[src/rtl/compute_unit_scheduler_pkg.sv]
// Shared types and width helpers for the compute-unit scheduler.
package compute_unit_scheduler_pkg;

   typedef enum logic [1:0] {
      ST_IDLE  = 2'd0,
      ST_RUN   = 2'd1,
      ST_DRAIN = 2'd2
   } sched_state_e;

   // Width of an index into n items (unit pointer, FIFO pointer).
   function automatic int unsigned sched_idx_w(input int unsigned n);
      return (n > 1) ? $clog2(n) : 1;
   endfunction

   // Width of a counter that must hold the value n itself.
   function automatic int unsigned sched_cnt_w(input int unsigned n);
      return $clog2(n + 1);
   endfunction

endpackage

[src/rtl/sched_result_fifo.sv]
// Single-clock result FIFO; head is zero while empty so the output is clean after reset.
module sched_result_fifo
   import compute_unit_scheduler_pkg::*;
#(
   parameter int unsigned FIFO_DEPTH  = 4,
   parameter int unsigned resultWidth = 32,
   localparam int unsigned PTR_W = sched_idx_w(FIFO_DEPTH),
   localparam int unsigned CNT_W = sched_cnt_w(FIFO_DEPTH)
) (
   input  logic                   clk,
   input  logic                   reset,
   input  logic                   push_i,
   input  logic [resultWidth-1:0] push_data_i,
   input  logic                   pop_i,
   output logic [resultWidth-1:0] head_o,
   output logic                   full_o,
   output logic                   empty_o,
   output logic [CNT_W-1:0]       count_o
);

   logic [resultWidth-1:0] mem_q [FIFO_DEPTH];
   logic [PTR_W-1:0]       wr_ptr_q;
   logic [PTR_W-1:0]       rd_ptr_q;
   logic [CNT_W-1:0]       count_q;
   logic                   do_push;
   logic                   do_pop;

   if (FIFO_DEPTH < 2 || (FIFO_DEPTH & (FIFO_DEPTH - 1)) != 0) begin : g_depth_err
      $error("sched_result_fifo: FIFO_DEPTH must be a power of two and at least 2");
   end

   assign do_push = push_i && !full_o;
   assign do_pop  = pop_i && !empty_o;

   assign full_o  = (count_q == CNT_W'(FIFO_DEPTH));
   assign empty_o = (count_q == '0);
   assign count_o = count_q;
   assign head_o  = empty_o ? '0 : mem_q[rd_ptr_q];

   always_ff @(posedge clk) begin
      if (reset) begin
         wr_ptr_q <= '0;
         rd_ptr_q <= '0;
         count_q  <= '0;
      end else begin
         if (do_push) begin
            wr_ptr_q <= wr_ptr_q + PTR_W'(1);
         end
         if (do_pop) begin
            rd_ptr_q <= rd_ptr_q + PTR_W'(1);
         end
         if (do_push && !do_pop) begin
            count_q <= count_q + CNT_W'(1);
         end else if (!do_push && do_pop) begin
            count_q <= count_q - CNT_W'(1);
         end
      end
   end

   always_ff @(posedge clk) begin
      if (do_push) begin
         mem_q[wr_ptr_q] <= push_data_i;
      end
   end

   always_ff @(posedge clk) begin
      if (!reset) begin
         assert (!(push_i && full_o));
      end
   end

endmodule

[src/rtl/compute_unit_scheduler.sv]
// Round-robin sample dispatcher with credit-controlled in-order result return.
// Optional perf counters are enabled by defining SCHED_PERF_COUNT_EN.
module compute_unit_scheduler
   import compute_unit_scheduler_pkg::*;
#(
   parameter int unsigned dataSampleWidth = 16,
   parameter int unsigned resultWidth     = 32,
   parameter int unsigned NUM_UNITS       = 4,
   parameter int unsigned UNIT_LATENCY    = 1,
   parameter int unsigned FIFO_DEPTH      = 4
) (
   input  logic                                 clk,
   input  logic                                 reset,
   input  logic                                 enable,
   input  logic [dataSampleWidth-1:0]           sample_data,
   input  logic                                 sample_valid,
   output logic                                 sample_ready,
   output logic [NUM_UNITS*dataSampleWidth-1:0] unit_sample,
   output logic [NUM_UNITS-1:0]                 unit_load,
   input  logic [NUM_UNITS*resultWidth-1:0]     unit_result,
   output logic [resultWidth-1:0]               result_data,
   output logic                                 result_valid,
   input  logic                                 result_ready,
   output logic                                 idle
`ifdef SCHED_PERF_COUNT_EN
   ,
   output logic [31:0]                          perf_issued,
   output logic [31:0]                          perf_stall,
   output logic [31:0]                          perf_backpressure
`endif
);

   localparam int unsigned IDX_W = sched_idx_w(NUM_UNITS);
   localparam int unsigned CNT_W = sched_cnt_w(FIFO_DEPTH);
   localparam logic [CNT_W:0] DEPTH_L = (CNT_W + 1)'(FIFO_DEPTH);

   if (NUM_UNITS < 2 || UNIT_LATENCY < 1 || NUM_UNITS < UNIT_LATENCY) begin : g_param_err
      $error("compute_unit_scheduler: need NUM_UNITS >= 2, UNIT_LATENCY >= 1, NUM_UNITS >= UNIT_LATENCY");
   end

   sched_state_e state_q, state_d;

   logic [IDX_W-1:0]                     ptr_q, ptr_d;
   logic [NUM_UNITS*dataSampleWidth-1:0] sample_q, sample_d;
   logic [NUM_UNITS-1:0]                 load_q, load_d;
   logic                                 iss_vld_q, iss_vld_d;
   logic [IDX_W-1:0]                     iss_idx_q, iss_idx_d;
   logic [UNIT_LATENCY-1:0]              dl_vld_q;
   logic [IDX_W-1:0]                     dl_idx_q [UNIT_LATENCY];
   logic [CNT_W-1:0]                     inflight_q, inflight_d;

   logic                   accept;
   logic                   ret_vld;
   logic [IDX_W-1:0]       ret_idx;
   logic [resultWidth-1:0] push_data;
   logic                   fifo_push;
   logic                   fifo_pop;
   logic                   fifo_full;
   logic                   fifo_empty;
   logic [CNT_W-1:0]       fifo_count;
   logic [CNT_W-1:0]       fifo_cnt_nxt;
   logic [CNT_W:0]         used;

   assign accept    = sample_valid && sample_ready;
   assign ret_vld   = dl_vld_q[UNIT_LATENCY-1];
   assign ret_idx   = dl_idx_q[UNIT_LATENCY-1];
   assign fifo_push = ret_vld;
   assign fifo_pop  = result_valid && result_ready;

   assign unit_sample  = sample_q;
   assign unit_load    = load_q;
   assign result_valid = !fifo_empty;

   assign fifo_cnt_nxt = fifo_count + CNT_W'(fifo_push) - CNT_W'(fifo_pop);

   // ---------------- FSM ----------------
   always_ff @(posedge clk) begin
      if (reset) begin
         state_q <= ST_IDLE;
      end else begin
         state_q <= state_d;
      end
   end

   // Drain completes on the cycle the last result leaves, so idle rises right after that pop.
   always_comb begin
      state_d = state_q;
      unique case (state_q)
         ST_IDLE:  if (enable) state_d = ST_RUN;
         ST_RUN:   if (!enable) state_d = ST_DRAIN;
         ST_DRAIN: begin
            if (enable) begin
               state_d = ST_RUN;
            end else if (inflight_d == '0 && fifo_cnt_nxt == '0) begin
               state_d = ST_IDLE;
            end
         end
         default:  state_d = ST_IDLE;
      endcase
   end

   always_comb begin
      used         = {1'b0, fifo_count} + {1'b0, inflight_q};
      sample_ready = (state_q == ST_RUN) && !fifo_full && (used < DEPTH_L);
      idle         = (state_q == ST_IDLE) && (inflight_q == '0) && fifo_empty;
   end

   // ---------------- issue ----------------
   always_comb begin
      sample_d  = sample_q;
      load_d    = '0;
      ptr_d     = ptr_q;
      iss_vld_d = accept;
      iss_idx_d = ptr_q;
      if (accept) begin
         for (int unsigned i = 0; i < NUM_UNITS; i++) begin
            if (ptr_q == IDX_W'(i)) begin
               sample_d[i*dataSampleWidth +: dataSampleWidth] = sample_data;
               load_d[i] = 1'b1;
            end
         end
         ptr_d = (ptr_q == IDX_W'(NUM_UNITS - 1)) ? '0 : ptr_q + IDX_W'(1);
      end
   end

   // ---------------- return ----------------
   always_comb begin
      push_data = '0;
      for (int unsigned i = 0; i < NUM_UNITS; i++) begin
         if (ret_idx == IDX_W'(i)) begin
            push_data = unit_result[i*resultWidth +: resultWidth];
         end
      end
   end

   always_comb begin
      inflight_d = inflight_q;
      if (accept && !ret_vld) begin
         inflight_d = inflight_q + CNT_W'(1);
      end else if (!accept && ret_vld) begin
         inflight_d = inflight_q - CNT_W'(1);
      end
   end

   // Delay line starts at the load pulse, so a stage exits exactly UNIT_LATENCY cycles later.
   always_ff @(posedge clk) begin
      if (reset) begin
         ptr_q      <= '0;
         sample_q   <= '0;
         load_q     <= '0;
         iss_vld_q  <= 1'b0;
         iss_idx_q  <= '0;
         inflight_q <= '0;
         dl_vld_q   <= '0;
         for (int unsigned k = 0; k < UNIT_LATENCY; k++) begin
            dl_idx_q[k] <= '0;
         end
      end else begin
         ptr_q       <= ptr_d;
         sample_q    <= sample_d;
         load_q      <= load_d;
         iss_vld_q   <= iss_vld_d;
         iss_idx_q   <= iss_idx_d;
         inflight_q  <= inflight_d;
         dl_vld_q[0] <= iss_vld_q;
         dl_idx_q[0] <= iss_idx_q;
         for (int unsigned k = 1; k < UNIT_LATENCY; k++) begin
            dl_vld_q[k] <= dl_vld_q[k-1];
            dl_idx_q[k] <= dl_idx_q[k-1];
         end
      end
   end

   sched_result_fifo #(
      .FIFO_DEPTH (FIFO_DEPTH),
      .resultWidth(resultWidth)
   ) u_fifo (
      .clk        (clk),
      .reset      (reset),
      .push_i     (fifo_push),
      .push_data_i(push_data),
      .pop_i      (fifo_pop),
      .head_o     (result_data),
      .full_o     (fifo_full),
      .empty_o    (fifo_empty),
      .count_o    (fifo_count)
   );

`ifdef SCHED_PERF_COUNT_EN
   logic [31:0] perf_issued_q;
   logic [31:0] perf_stall_q;
   logic [31:0] perf_bp_q;

   always_ff @(posedge clk) begin
      if (reset) begin
         perf_issued_q <= '0;
         perf_stall_q  <= '0;
         perf_bp_q     <= '0;
      end else begin
         if (accept && perf_issued_q != '1) begin
            perf_issued_q <= perf_issued_q + 32'd1;
         end
         if (state_q == ST_RUN && sample_valid && !sample_ready && perf_stall_q != '1) begin
            perf_stall_q <= perf_stall_q + 32'd1;
         end
         if (result_valid && !result_ready && perf_bp_q != '1) begin
            perf_bp_q <= perf_bp_q + 32'd1;
         end
      end
   end

   assign perf_issued       = perf_issued_q;
   assign perf_stall        = perf_stall_q;
   assign perf_backpressure = perf_bp_q;
`endif

endmodule

[config.mk]
export PLATFORM = sky130hd
export DESIGN_NAME = compute_unit_scheduler
export DESIGN_NICKNAME = d
export VERILOG_FILES = /design/src/rtl/compute_unit_scheduler_pkg.sv /design/src/rtl/sched_result_fifo.sv /design/src/rtl/compute_unit_scheduler.sv
export SDC_FILE = /design/constraint.sdc
export NUM_CORES = 1
export LEC_CHECK = 0
export CORE_MARGIN = 10
export CORE_UTILIZATION = 49
export CTS_CLUSTER_DIAMETER = 150
export DETAILED_ROUTE_END_ITERATION = 10
export MAX_ROUTING_LAYER = met4
export PLACE_DENSITY_LB_ADDON = 0.08
export SLEW_MARGIN = 20
export SYNTH_ARGS = -nofsm -noshare
export SYNTH_HDL_FRONTEND = slang
export SYNTH_SLANG_ARGS = --single-unit
[constraint.sdc]
create_clock -name clk -period 2.98 [get_ports clk]
set_clock_uncertainty 0.2 [all_clocks]
set_input_delay 0.596 -clock clk [delete_from_list [all_inputs] [get_ports clk]]
set_output_delay 0.596 -clock clk [all_outputs]
set_load 0.005 [all_outputs]
==> key figures, run 1 <==
STA
  – Actual slew at the worst max-slew pin: 0.895 ns
  – RSZ-0062 raised after global routing: no
  – Final setup viols: 0
  – Fin. max-slew vios: 0
  – Period utilization: 0.976
  – Max Fclk: ~0.34 GHz
  – Tmin final: 2.91 ns
  – Relative slew margins: 0.404
  – Post-layout worst setup margin: 0.0709 ns
  – Final hold vios: 0

Yosys
  – Register area share after synthesis: 0.604
  – Number of flops mapped to enable cells by yosys: ~130
  – Mapped Nets: 831
  – Synth area leaders: edfxtp_1, dfxtp_1, mux4_2
  – Synth warn: 0
  – Number of synthesized register bits: 218
  – Mean Syn Cell Area: 14.1 sq um
  – Ys flop type: edfxtp_1
  – Top-area cell type share of the netlist area: 0.411
  – Post-synth ARST share: 0
  – Most frequent cells after synthesis: edfxtp_1, nand2_1, dfxtp_1, mux4_2, a21oi_2
  – Count leader, synth: edfxtp_1
  – Synth cell types: about 40
  – Cells after synthesis: 664
  – Post-synth top area cell: edfxtp_1
  – Synthesized area: 9350 sq um

Worst setup path
  – Kind of critical path: reg -> out
  – Crit-path cells: buf_6 > buf_12 > mux4_2 > and2_1 > dlygate4sd2_1
  – Worst Path Max Fanout: 8
  – Max stage delay on crit path: 0.51 ns
  – Worst r2r src: u_fifo.count_o[2]$_SDFFE_PP0P_
  – Startpoint type of the worst setup path: flop
  – Required time of the critical path: 2.18 ns
  – R2R setup slack: around 0.3 ns
  – Worst path slowest cell: mux4_2
  – Reg-to-reg critical path endpoint: state_q[1]$_SDFFE_PP0P_
  – Arr. time, crit path: 2.11 ns
  – CP endpoint kind: output pin
  – Worst-case reg-to-reg path depth: 11

Min path
  – HP Start: iss_idx_q[0]$_SDFF_PP0_
  – Hold Path Class: reg -> reg
  – Worst min-delay path endpoint: dl_idx_q[0][0]$_SDFF_PP0_
  – Hold path cells: 1

Power
  – Internal: 0.00607 W
  – Sequential share of power: 0.419
  – Sw Ratio: 0.252
  – Total power: 0.00810 W
  – Net Sw Power: 0.00204 W
  – Comb pwr share: 0.239
  – Static Leak: 4.39 nW
  – VDD IR max: between 0.4 and 0.5 mV
  – Clk network pwr share: 0.342
  – PD cells: 632 nW/um^2

Finish
  – Final Non-Filler Cells: 1161
  – Final instance area: about 13000 sq um
  – Nets: 1077
  – Area grow syn2layout: 37.1%
  – Layout cells sized above 1: 0.200

Drt
  – Vias: slightly above 6000
  – Iter 0 DRT Violations: 260
  – Vias per Instance: 5.33
  – Detailed Route WL: roughly 24 mm
  – Antenna-violating nets left: 0
  – Drt pass-1 iters: 4
  – Drc violations: 0
  – Wire per inst: 20.8 um

Clocking
  – Root Buffer: clkbuf_16
  – CTS Buf Count: 23
  – Later-pin clock latency in the skew report: 0.49 ns
  – TritonCTS clock tree: built
  – Clock Tree Buf Depth: 3
  – H-tree levels: 1
  – Clock-pin slew on the worst setup and hold paths: 0.06 ns
  – Clock tree sinks: 218

Floorplanning
  – # IOs: about 250
  – Initial Utilization: 0.498
  – Total core area: around 19000 sq um
  – Die area: 25000 sq um
  – Height of the die: 158 um
  – Die Width: 158 um
  – Row count: 50

Global route
  – Global Route met2 Usage: 0.326
  – Largest net degree at the start of global routing: 63
  – Gr busiest metal: met2
  – Grt total ovfl: 0
  – First-pass GRT wire length: 36.5 mm
  – Initial antenna violation count: 1
  – Met1 usage: 0.215
  – Routing usage on met3: 0.0684
  – GRT Util Overall: 0.193
  – Vias in the first global route: 6755

Placement
  – GP Congestion: 0.813
  – Hpwl dp: 16.9 mm
  – Placed insts: between 1000 and 1500
  – Dpl ws: 0.0793 ns
  – Area after DPL: 12000 sq um
  – Buffers on Ports: about 250

Status
  – Status: complete, no violations

Run
  – Max Cap Viol: 0
## power groups by stage
stage / clock network [W] / registers [W] / logic (W)
2_1_floorplan: 0 / 0.00341 / 0.00100
3_3_place_gp: 0 / 0.00345 / 0.00202
3_5_place_dp: 0 / 0.00345 / 0.00206
4_1_cts: 0.00283 / 0.00340 / 0.00195
5_1_grt: 0.00296 / 0.00340 / 0.00213
6_report: 0.00277 / 0.00339 / 0.00194
## layout by cell type (no fill, tap or decap), types with 16 or more instances in the layout
cell type,synthesis,layout
dfxtp_1,90,83
nor2_1,20,20
edfxtp_1,128,128
dlygate4sd2_1,0,30
and2_1,32,32
nand2_1,122,122
clkbuf_16,0,24
mux4_2,64,64
clkdlybuf4s50_1,0,217
ha_1,16,16
a21oi_1,29,29
a21oi_2,39,39
## worst max-delay path, delay by kind of cell (launching register included)
family,cells,cell delay (ns)
buf+inv,3,0.53
mux,1,0.51
flops,1,0.42
simple gates,1,0.17
## cells by family after synthesis
logic type      synth area share
fa+ha+maj                 0.0257
mux                        0.159
flops                      0.604
simple gates               0.112
compound gates            0.0565
buf+inv                   0.0343
xor+xnor                 0.00937
## worst max-delay path by stage
stage | start | end | cells after the start
after global placement | result_ready | state_q[1]$_SDFFE_PP0P_ | 11
final | flop | result_data[5] | 5
after global routing | flop | result_data[5] | 5
after detailed placement | result_ready | state_q[1]$_SDFFE_PP0P_ | 11
after CTS | flop | result_data[0] | 4
after floorplan | u_fifo.count_o[0]$_SDFFE_PP0P_ | state_q[1]$_SDFFE_PP0P_ | 12
## flip-flops by register name (all words and copies together) (netlist names), named ones only
signal	cells
u_fifo.count_o	3
u_fifo.mem_q	128
iss_idx_q	2
unit_load	4
inflight_q	3
dl_vld_q	1
u_fifo.rd_ptr_q	2
unit_sample	64
dl_idx_q	2
iss_vld_q	1
state_q	2
iss_idx_d	2
u_fifo.wr_ptr_q	2
## stage by stage
step	util	hold WS, ns	TNS (ns)
2_1_floorplan	-	0.214	0
3_3_place_gp	0.640	0.217	0
3_5_place_dp	0.640	0.225	0
4_1_cts	0.681	0.241	-0.0411
5_1_grt	0.683	0.249	0
6_report	0.683	0.235	0
## repair_timing
action | in CTS | in global routing
hold buffers | 0 | 0
gates cloned | 1 | 0
pin swaps | 0 | 0
gates resized for setup | 38 | 8
setup buffers | 3 | 1
setup endpoints to repair | 33 | 3
## routing by layer
metal	routed length (um)	vias up
li1	-	2899
met5	0	-
met2	12100	209
met4	343	0
met3	2410	28
met1	9280	3050
## layout make-up
class,instances,area [sq um]
timing repair buffer,265,2680
sequential,218,5660
antenna,1,2.50
tap,234,293
inverter,13,48.8
clock inverter,10,98.8
clock buffer,31,637
multi-input combinational,389,3400
fill,1354,5950
Note: power is estimated with default switching activity, not from simulation.
==> run 2, diff against run 1 <==
--- a/config.mk
+++ b/config.mk
@@ -6,7 +6,7 @@
 export NUM_CORES = 1
 export LEC_CHECK = 0
 export CORE_MARGIN = 10
-export CORE_UTILIZATION = 49
+export CORE_UTILIZATION = 52
 export CTS_CLUSTER_DIAMETER = 150
 export DETAILED_ROUTE_END_ITERATION = 10
 export MAX_ROUTING_LAYER = met4
==> constraint.sdc (replaced) <==
create_clock -name clk -period 3.38 [get_ports clk]
set_clock_uncertainty 0.2 [all_clocks]
set_input_delay 0.676 -clock clk [delete_from_list [all_inputs] [get_ports clk]]
set_output_delay 0.676 -clock clk [all_outputs]
set_load 0.005 [all_outputs]
==> run 2 against run 1 <==
Flip-flop and latch count stayed put. First-iteration DRC count is 12% higher. Count of clock-buffer cells in the layout is 5 lower. Die area is 5.1% lower. Setup slack better by 0.022 ns.
==> key figures, run 2 (synthesis gave the netlist of run 1 again) <==
Finish
  – Area grow syn2layout: 36.1%
  – Nets: 1069
  – Number of flip-flops in the largest register: 128
  – Layout cells sized above 1: 0.189
  – Fillers: 1176
  – Final Non-Filler Cells: around 1100
  – Commonest non-fill, non-tap cell in the layout: clkdlybuf4s50_1
  – Largest Register: u_fifo.mem_q
  – Final core occ: 0.728
  – Most frequent cells in the layout: clkdlybuf4s50_1, edfxtp_1, nand2_1

Placement
  – Buffers on Ports: 251
  – Dpl ws: 0.359 ns
  – Hpwl dp: 17.0 mm
  – Placed insts: between 1000 and 1500
  – GP Congestion: 0.843

STA
  – Final hold vios: 0
  – Fin. max-slew vios: 0
  – Actual slew at the worst max-slew pin: 0.870 ns
  – Tmin final: 3.29 ns
  – Max Fclk: 0.304 GHz
  – RSZ-0062 raised after global routing: no
  – Relative slew margins: 0.420
  – Sum Neg Setup Slack: 0 ns
  – Period utilization: 0.972
  – Final setup viols: 0
  – Post-layout worst setup margin: 0.0934 ns
  – WHS: 0.235 ns

Drt
  – Iter 0 DRT Violations: 290
  – Antenna-violating nets left: 0
  – Vias per Instance: around 5.5
  – Wire per inst: 21.1 um
  – Drc violations: 0
  – Vias: 6250
  – Drt pass-1 iters: 4
  – Detailed Route WL: 24.1 mm

Clocking
  – TritonCTS clock tree: built
  – Clock Tree Buf Depth: 3
  – H-tree levels: 1
  – Clock tree sinks: between 200 and 250
  – Post CTS Setup Buffer Count: 0
  – Root Buffer: clkbuf_16
  – CTS Buf Count: 22
  – Clock-pin slew on the worst setup and hold paths: 0.06 ns
  – CTS Hold Buffers Added: 0
  – Later-pin clock latency in the skew report: between 0.4 and 0.5 ns

Worst setup path
  – Worst-case reg-to-reg path depth: 6
  – CP endpoint kind: output pin
  – Arr. time, crit path: 2.41 ns
  – Required time of the critical path: 2.50 ns
  – Startpoint type of the worst setup path: flop
  – Kind of critical path: reg -> out
  – Worst Path Max Fanout: 6

Run
  – Max Cap Viol: 0

Power
  – VDD IR max: between 0.3 and 0.4 mV
  – PD cells: 573 nW/um^2
  – Static Leak: 4.18 nW

Floorplanning
  – # IOs: 252
  – Total core area: 17500 sq um
  – Die area: 23700 sq um
  – Initial Utilization: 0.535
  – Die Width: between 150 and 200 um
  – Height of the die: 154 um
  – Row count: 48

Min path
  – Hold Path Class: reg -> reg
  – Hold path cells: 1

Global route
  – GRT Util Overall: 0.201
  – First-pass GRT wire length: approximately 37 mm
  – Largest net degree at the start of global routing: between 60 and 70
  – Grt total ovfl: 0
  – Vias in the first global route: 6772
  – Initial antenna violation count: 2

Status
  – Status: complete, no violations
==> run 2: what timing repair did <==
action                                 CTS  global route
gates resized for setup                  0             1
endpoints found under the hold margin    0             0
setup endpoints to repair                0             7
==> run 2: final timing paths <==
kind                                               start                        end  slack (ns)
worst max-delay path            inflight_q[2]$_SDFF_PP0_               sample_ready        0.09
worst min-delay path             iss_idx_q[1]$_SDFF_PP0_  dl_idx_q[0][1]$_SDFF_PP0_        0.24
worst min register to register   iss_idx_q[1]$_SDFF_PP0_  dl_idx_q[0][1]$_SDFF_PP0_        0.24
worst max register to register  inflight_q[2]$_SDFF_PP0_    state_q[1]$_SDFFE_PP0P_        0.57
==> run 2: cell type report <==
type | instances | area (sq um) | share of cell area
Clock buffer | 26 | 597 | 0.0469
Multi-Input combinational cell | 389 | 3390 | 0.266
Clock inverter | 13 | 165 | 0.0130
Inverter | 13 | 48.8 | 0.00383
Tap cell | 225 | 282 | 0.0221
Antenna cell | 2 | 5.00 | 0.000393
Sequential cell | 218 | 5650 | 0.444
Timing Repair Buffer | 258 | 2590 | 0.203
==> run 2: power by group <==
group / switching (W) / internal [W] / total (W)
sequential: 0.0000829 / 0.00291 / 0.00299
clock: 0.000962 / 0.00156 / 0.00252
combinational: 0.000749 / 0.00103 / 0.00178
total: 0.00179 / 0.00550 / 0.00729
==> run 2: stage by stage <==
| step | area (sq um) | total power, W |
|---|---|---|
| finish | 12700 | 0.00729 |
| global route | 12700 | 0.00760 |
| CTS | 12700 | 0.00736 |
| detailed placement | 12000 | 0.00485 |
| global placement | 12000 | 0.00479 |
| floorplan | 9350 | 0.00389 |
==> run 2: layer usage <==
layer / track usage / vias to the layer above / wire length, um
met4: 0.0450 / 0 / 424
met2: 0.343 / 215 / 12300
met5: - / - / 0
met3: 0.0689 / 36 / 2090
met1: 0.224 / 3120 / 9280
li1: - / 2879 / -
==> run 2: worst max-delay path, stage by stage, from the launching register on <==
cell and delay [ns]:
dfxtp_1 0.44, ha_1 0.27, or4b_4 0.52, nor3_1 0.15, clkdlybuf4s50_1 0.54
